[config.mk]
export PLATFORM = sky130hd
export DESIGN_NAME = lcd_write_queue
export DESIGN_NICKNAME = d
export VERILOG_FILES = /design/src/rtl/lcd_write_queue.sv
export SDC_FILE = /design/constraint.sdc
export NUM_CORES = 1
export LEC_CHECK = 0
export CAP_MARGIN = 5
export CORE_ASPECT_RATIO = 0.5
export CORE_UTILIZATION = 45
export CTS_CLUSTER_DIAMETER = 50
export DETAILED_ROUTE_END_ITERATION = 8
export DONT_BUFFER_PORTS = 1
export PLACE_DENSITY = 0.68
export SLEW_MARGIN = 20
export SYNTH_ARGS = -nofsm -noshare
export SYNTH_HDL_FRONTEND = slang
export SYNTH_SLANG_ARGS = --single-unit
[constraint.sdc]
create_clock -name E -period 2.3 [get_ports E]
set_input_delay 0.115 -clock E [delete_from_list [all_inputs] [get_ports E]]
set_output_delay 0.115 -clock E [all_outputs]
set_load 0.01 [all_outputs]
[src/rtl/lcd_write_queue.sv]
// Buffers CPU writes to the LCD window and replays them to an HD44780-type
// display with setup/strobe timing and per-command execution delays.
module lcd_write_queue #(
  parameter int DEPTH      = 4,
  parameter int SETUP_CYC  = 1,
  parameter int PULSE_CYC  = 1,
  parameter int EXEC_SHORT = 40,
  parameter int EXEC_LONG  = 1400
) (
  input  logic                     E,
  input  logic                     Reset,
  input  logic                     WrStb,
  input  logic                     WrRS,
  input  logic [7:0]               WrData,
  input  logic                     ClrOvf,
  output logic [7:0]               LcdD,
  output logic                     LcdRS,
  output logic                     LcdRW,
  output logic                     LcdEn,
  output logic [$clog2(DEPTH):0]   Level,
  output logic                     Full,
  output logic                     Busy,
  output logic                     Overflow
);

  localparam int AW = $clog2(DEPTH);
  localparam int LW = AW + 1;
  localparam int CW = $clog2(EXEC_LONG + 1);

  typedef enum logic [2:0] {IDLE, SETUP, STROBE, HOLD, WAIT} SeqState;

  logic [8:0]    mem [DEPTH];
  logic [AW-1:0] wrPtr;
  logic [AW-1:0] rdPtr;
  logic [CW-1:0] cnt;
  SeqState       state;
  logic          push;
  logic          drop;
  logic          pop;
  logic          longCmd;

  assign Full    = (Level == LW'(DEPTH));
  assign Busy    = (Level != '0) || (state != IDLE);
  assign LcdRW   = 1'b0;
  assign push    = WrStb && !Full;
  assign drop    = WrStb && Full;
  assign pop     = (state == IDLE) && (Level != '0);
  // Clear ($01) and home ($02/$03) need the long execution delay.
  assign longCmd = !LcdRS && (LcdD[7:2] == 6'd0) && (LcdD != 8'd0);

  always_ff @(posedge E) begin
    if (push) begin
      mem[wrPtr] <= {WrRS, WrData};
    end
  end

  always_ff @(posedge E) begin
    if (Reset) begin
      wrPtr    <= '0;
      rdPtr    <= '0;
      Level    <= '0;
      Overflow <= 1'b0;
    end else begin
      if (push) begin
        wrPtr <= wrPtr + 1'b1;
      end
      if (pop) begin
        rdPtr <= rdPtr + 1'b1;
      end
      case ({push, pop})
        2'b10:   Level <= Level + 1'b1;
        2'b01:   Level <= Level - 1'b1;
        default: Level <= Level;
      endcase
      if (drop) begin
        Overflow <= 1'b1;
      end else if (ClrOvf) begin
        Overflow <= 1'b0;
      end
    end
  end

  // LcdD/LcdRS load only when leaving IDLE, keeping them stable through HOLD.
  always_ff @(posedge E) begin
    if (Reset) begin
      state <= IDLE;
      cnt   <= '0;
      LcdEn <= 1'b0;
      LcdD  <= 8'h00;
      LcdRS <= 1'b0;
    end else begin
      case (state)
        IDLE: begin
          LcdEn <= 1'b0;
          if (pop) begin
            {LcdRS, LcdD} <= mem[rdPtr];
            cnt           <= CW'(SETUP_CYC - 1);
            state         <= SETUP;
          end
        end
        SETUP: begin
          if (cnt == '0) begin
            LcdEn <= 1'b1;
            cnt   <= CW'(PULSE_CYC - 1);
            state <= STROBE;
          end else begin
            cnt <= cnt - 1'b1;
          end
        end
        STROBE: begin
          if (cnt == '0) begin
            LcdEn <= 1'b0;
            state <= HOLD;
          end else begin
            cnt <= cnt - 1'b1;
          end
        end
        HOLD: begin
          cnt   <= longCmd ? CW'(EXEC_LONG - 1) : CW'(EXEC_SHORT - 1);
          state <= WAIT;
        end
        WAIT: begin
          if (cnt == '0) begin
            state <= IDLE;
          end else begin
            cnt <= cnt - 1'b1;
          end
        end
        default: begin
          LcdEn <= 1'b0;
          state <= IDLE;
        end
      endcase
    end
  end

endmodule

* Word-level counts from Yosys, hierarchy flattened
Memory sizes are Yosys's and may differ from the RTL's. A register that Yosys moved wholly into a read port is not among the register bits. Index checks and enable logic that the tools add are counted. Widths: inputs -> output; s select.
Storage, ports and cells: bits in registers 23, word-level logic and storage cells 67, bits of input ports 13, memories 1, RAM bits 36
Operators by class: equal/unequal tests 12, add/subtract/negate cells 5, bitwise logic cells 1, reductions and logical operators 23, muxes and demuxes 18
Memory list:
- mem | words 4, bits a word 9, rd ports 1, clocked after Yosys merged registers in 1, wr ports 1, RTL line 32 | logic [8:0] mem [DEPTH];
Operators with widths (number):
- $mux 11 | 4
- $pmux 11 s4 | 1
- $pmux 3 s5 | 1
- $mux 3 | 4
- $logic_not 11->1 | 1
- $sub 11x1->11 const B | 1
- $ne 2x2->1 const B | 5
- $reduce_bool 8->1 | 1
- $eq 3x2->1 const B | 2
- $eq 3x3->1 const B | 2
- $logic_not 6->1 | 1
- $mux 1 | 6
- $pmux 3 s2 | 1
- $reduce_and 3->1 | 2
- $reduce_bool 3->1 | 2
- $logic_and 1x1->1 | 5
- $add 2x1->2 const B | 2
- $reduce_and 4->1 | 1
- $reduce_bool 2->1 | 2
- $reduce_bool 4->1 | 1
- $reduce_or 2->1 | 2
- $add 3x1->3 const B | 1
- $eq 3x1->1 const B | 1
- $logic_not 3->1 | 1
- 8 further kinds | 9

* Depth between registers and ports, before layout
depth in word-level cells 5, depth in mapped cells 12, depth with buffers taken out 10

* Worst setup path before layout
Ideal clock, no wire load.
path kind flip-flop to flip-flop, start point register state[0], end point register Level[2], cell stages (with the launch flop) 13, clock period less this slack 2.447 ns, slack -0.147 ns, data required time 2.230 ns, arrival 2.377 ns, cell sequence dfxtp_1 buf_2 nor3_1 nand2b_1 buf_2 inv_2 buf_2 ha_1 inv_1 fa_1 xor2_1 or3_1 a21oi_1
Between the ends: cells in the longest elaborated chain, start to end 4
Ends and longest elaborated chain:
- start: declaration | RTL line 36 | SeqState state;
- start signal: assignment | RTL line 86 | state <= IDLE;
- start signal: assignment | RTL line 98 | state <= SETUP;
- start signal: assignment | RTL line 105 | state <= STROBE;
- $logic_not 3->1 (*) | RTL line 47 | assign pop = (state == IDLE) && (Level != '0);
- $logic_and 1x1->1 (*) | RTL line 47
- named net pop | RTL line 39 | logic pop;
- $eq 2x1->1 or $eq 2x2->1 (tied branches) | RTL line 70 | case ({push, pop})
- $pmux 3 s2 or $reduce_bool 2->1 (tied branches)
- end signal: assignment | RTL line 71 | 2'b10: Level <= Level + 1'b1;
- end signal: assignment | RTL line 72 | 2'b01: Level <= Level - 1'b1;
- end signal: assignment | RTL line 73 | default: Level <= Level;
- end: declaration | RTL line 20 | output logic [$clog2(DEPTH):0] Level,
Mark *: on every way through the listed nets, which the timed path passes. The rest lies on a longest branch. A chain may end at the register's enable or synchronous reset.

* Final worst setup path
start point register Level[2], end point register Level[2]
Between the ends: cells in the longest elaborated chain, start to end 5
Ends and longest elaborated chain:
- $eq 3x3->1 (*) | RTL line 42 | assign Full = (Level == LW'(DEPTH));
- named net Full | RTL line 21 | output logic Full,
- $logic_not 1->1 (*) | RTL line 45 | assign push = WrStb && !Full;
- $logic_and 1x1->1 (*) | RTL line 45
- $eq 2x1->1 or $eq 2x2->1 (tied branches) | RTL line 70
- $pmux 3 s2 or $reduce_bool 2->1 (tied branches)
Marked as above.

==> metrics <==
outcome finished clean; DR WL/cell about 16 um; worst r2r dst Level[2]; area grow syn2layout 17.4%; placed cell count approximately 340; Hold Crit Endpoint Overflow; placed cell areas between 3000 and 4000 um2; Synth Warn # 0; Placement Rows 20; 1st-iter DRT viols 80; Slew Viols, Final 0; Critical R2R Launch Level[2]; Top FF cell, synth edfxtp_1; Starting Density about half; post-route cell area between 3000 and 4000 um2; Final WS setup approximately 0.12 ns; crit path max fanout 5; vias in the first global route 1927; synthesized flop and latch total just under 70; Total GRT Usage between 10% and 20%; HP Class in2reg; Compound-Gate Fraction of Synth Area between 10% and 20%; global route overflow 0; setup violators final 0; Worst-path clk slew around 0.060 ns; R2R Setup Slk 0.12 ns; Post-synth EDFFs 36; RD Place Congestion about 0.84; final WL 5720 um; main combinational cell family by area after synthesis simple AND/OR/NAND/NOR gates; share of cells above drive strength 1 between 15 and 20%; post-CTS setup buffer count 0; # diodes 0; CTS root buffer clkbuf_16; Post-DP HPWL 3970 um; Synth Area in Simple Gates around 16%; die width 118 um; pwr dens 1470 nW/um2; sequential element share of the synthesized area around 57%; Place WS 0.0634 ns; Synth Instances about 260; total die area between 7000 and 8000 um2; mapped cell area 3040 um2; crit share post-route between 90 and 100%; Syn Nets about 280; CP Launch Type flop; commonest non-fill, non-tap cells in the layout edfxtp_1, dfxtp_1, nand2_1; Port-buffer cells 0; Slew @ Worst Pin 0.889 ns; Max Cap Violations 0; maximum VDD drop between 0.0005 and 0.0006 V; Layout Nets between 200 and 300; Synth Area in Adders 3.53%; commonest non-fill, non-tap cell in the layout edfxtp_1; die height 60.2 um; ys async rst share 0%; worst hold slack around 0.014 ns; worst clock skew about 0.0086 ns; CP arrival 2.42 ns; Antenna Nets Post-Route 0; XOR/XNOR Fraction of Synth Area about 1.7%; I/O pins 30; DR pass1 iterations 4; Leakage Power 0.00127 uW; setup_tns 0 ns; CTS H-tree lvls 3; Clock Latency Late Sink roughly 0.33 ns; pin count of the biggest net entering global routing 24; core area between 6000 and 7000 um2; Synth cell types 54; final-report hold violation count 0; clock sink total 68; CTS Buffer Depth 2; CTS tree yes; unrepaired setup endpoints after global routing no; Slew HR roughly two fifths; Non-Filler Instances 368; hold path depth 3; CTS Buf Count 9; CP Class reg2reg; DR vias/cell 5.25; Worst Setup End Kind flop; DRC viols 0; initial antenna violation count 0; R2R cell count 9; fmax approximately 0.46 GHz; worst path required time approximately 2.5 ns; syn avg cell area approximately 12 um2; hold_sp ClrOvf; first-pass GRT wire length roughly 9200 um; via count approximately 1900; fraction of synthesized area in multiplexers around 7.3%; fin crit period approximately 2.2 ns
==> cell usage after synthesis (3+ instances only) <==
| library cell | number | share of area (%) |
|---|---|---|
| o211ai_1 | 3 | 0.74 |
| ha_1 | 7 | 2.9 |
| buf_1 | 3 | 0.37 |
| edfxtp_1 | 36 | 36 |
| a21oi_1 | 17 | 2.8 |
| xor2_1 | 4 | 1.2 |
| mux4_2 | 9 | 6.7 |
| inv_1 | 13 | 1.6 |
| nand3_1 | 4 | 0.66 |
| dfxtp_1 | 32 | 21 |
| nor3_1 | 9 | 1.5 |
| nor2b_1 | 3 | 0.62 |
| o21ai_1 | 8 | 1.3 |
| nand2_1 | 24 | 3.0 |
| buf_2 | 5 | 0.82 |
| clkbuf_1 | 3 | 0.37 |
| nand2b_1 | 6 | 1.2 |
| nor2_1 | 15 | 1.8 |
| a211oi_1 | 3 | 0.74 |
| or2_1 | 3 | 0.62 |
| or3_1 | 3 | 0.62 |
| and2_1 | 5 | 1.0 |
==> critical path, stage by stage (launching register included) <==
cell and delay [ns]:
dfxtp_1 0.43, and3_2 0.27, nor2b_1 0.07, inv_1 0.06
ha_2 0.18, inv_1 0.06, fa_1 0.39, xor2_1 0.16
or3_1 0.30, a21oi_1 0.16
==> where the power goes <==
part           total [uW]  internal [uW]  switching [uW]
clock                1350            841             513
sequential           1890           1590             305
combinational        2000            882            1120
total                5250           3310            1940
==> cells by family (layout without fill, tap and decap cells) <==
kind of cell,after synthesis,count (layout)
buf+inv,26,48
flops,68,68
other cells,1,1
mux,11,11
fa+ha+maj,8,8
compound gates,52,52
simple gates,86,86
xor+xnor,6,6
==> layer usage <==
layer  track usage (%)  vias to the layer above  wire length, um
met2              32.1                       42             2850
met4              7.69                        0               80
met1              19.5                      913             2570
met3              6.77                        9              218
met5                 0                        -                0
li1                  -                      968                -
==> state kept, by name, indices dropped and copies added (netlist names) <==
name and count:
mem 36, LcdEn 1, Level 3, cnt 11, LcdRS 1, Overflow 1
rdPtr 2, LcdD 8, state 3, wrPtr 2
==> final cells by class <==
cell class                 count  area [um2]
clock buffer                   9         225
tap                           88         110
multi-input combinational    164        1220
sequential                    68        1720
inverter                      14        52.6
timing repair buffer          18         163
fill                         519        2730
clock inverter                 7        75.1
==> timing repair <==
| item | 4_1_cts | 5_1_grt |
|---|---|---|
| setup endpoints to repair | 0 | 1 |
| resized for setup | 0 | 5 |
| hold buffers | 11 | 0 |
| endpoints found under the hold margin | 59 | 0 |
==> worst max-delay path by stage <==
stage	cells past startpoint	endpoint	slack (ns)	start
global route	9	Level[2]	0.005	Level[2]
CTS	10	Level[2]	0.04	Level[0]
global placement	10	Level[2]	0.22	Level[0]
detailed placement	10	Level[2]	0.06	Level[0]
floorplan	12	Level[2]	0.02	state[2]
finish	9	Level[2]	0.12	Level[2]
==> through the flow <==
stage               power [uW]  util, %
floorplan                 3470        -
global placement          3810     50.1
detailed placement        3880     50.1
CTS                       5280     56.6
global route              5610     56.7
finish                    5250     56.7
No activity file was read; power rests on OpenSTA's default activity.
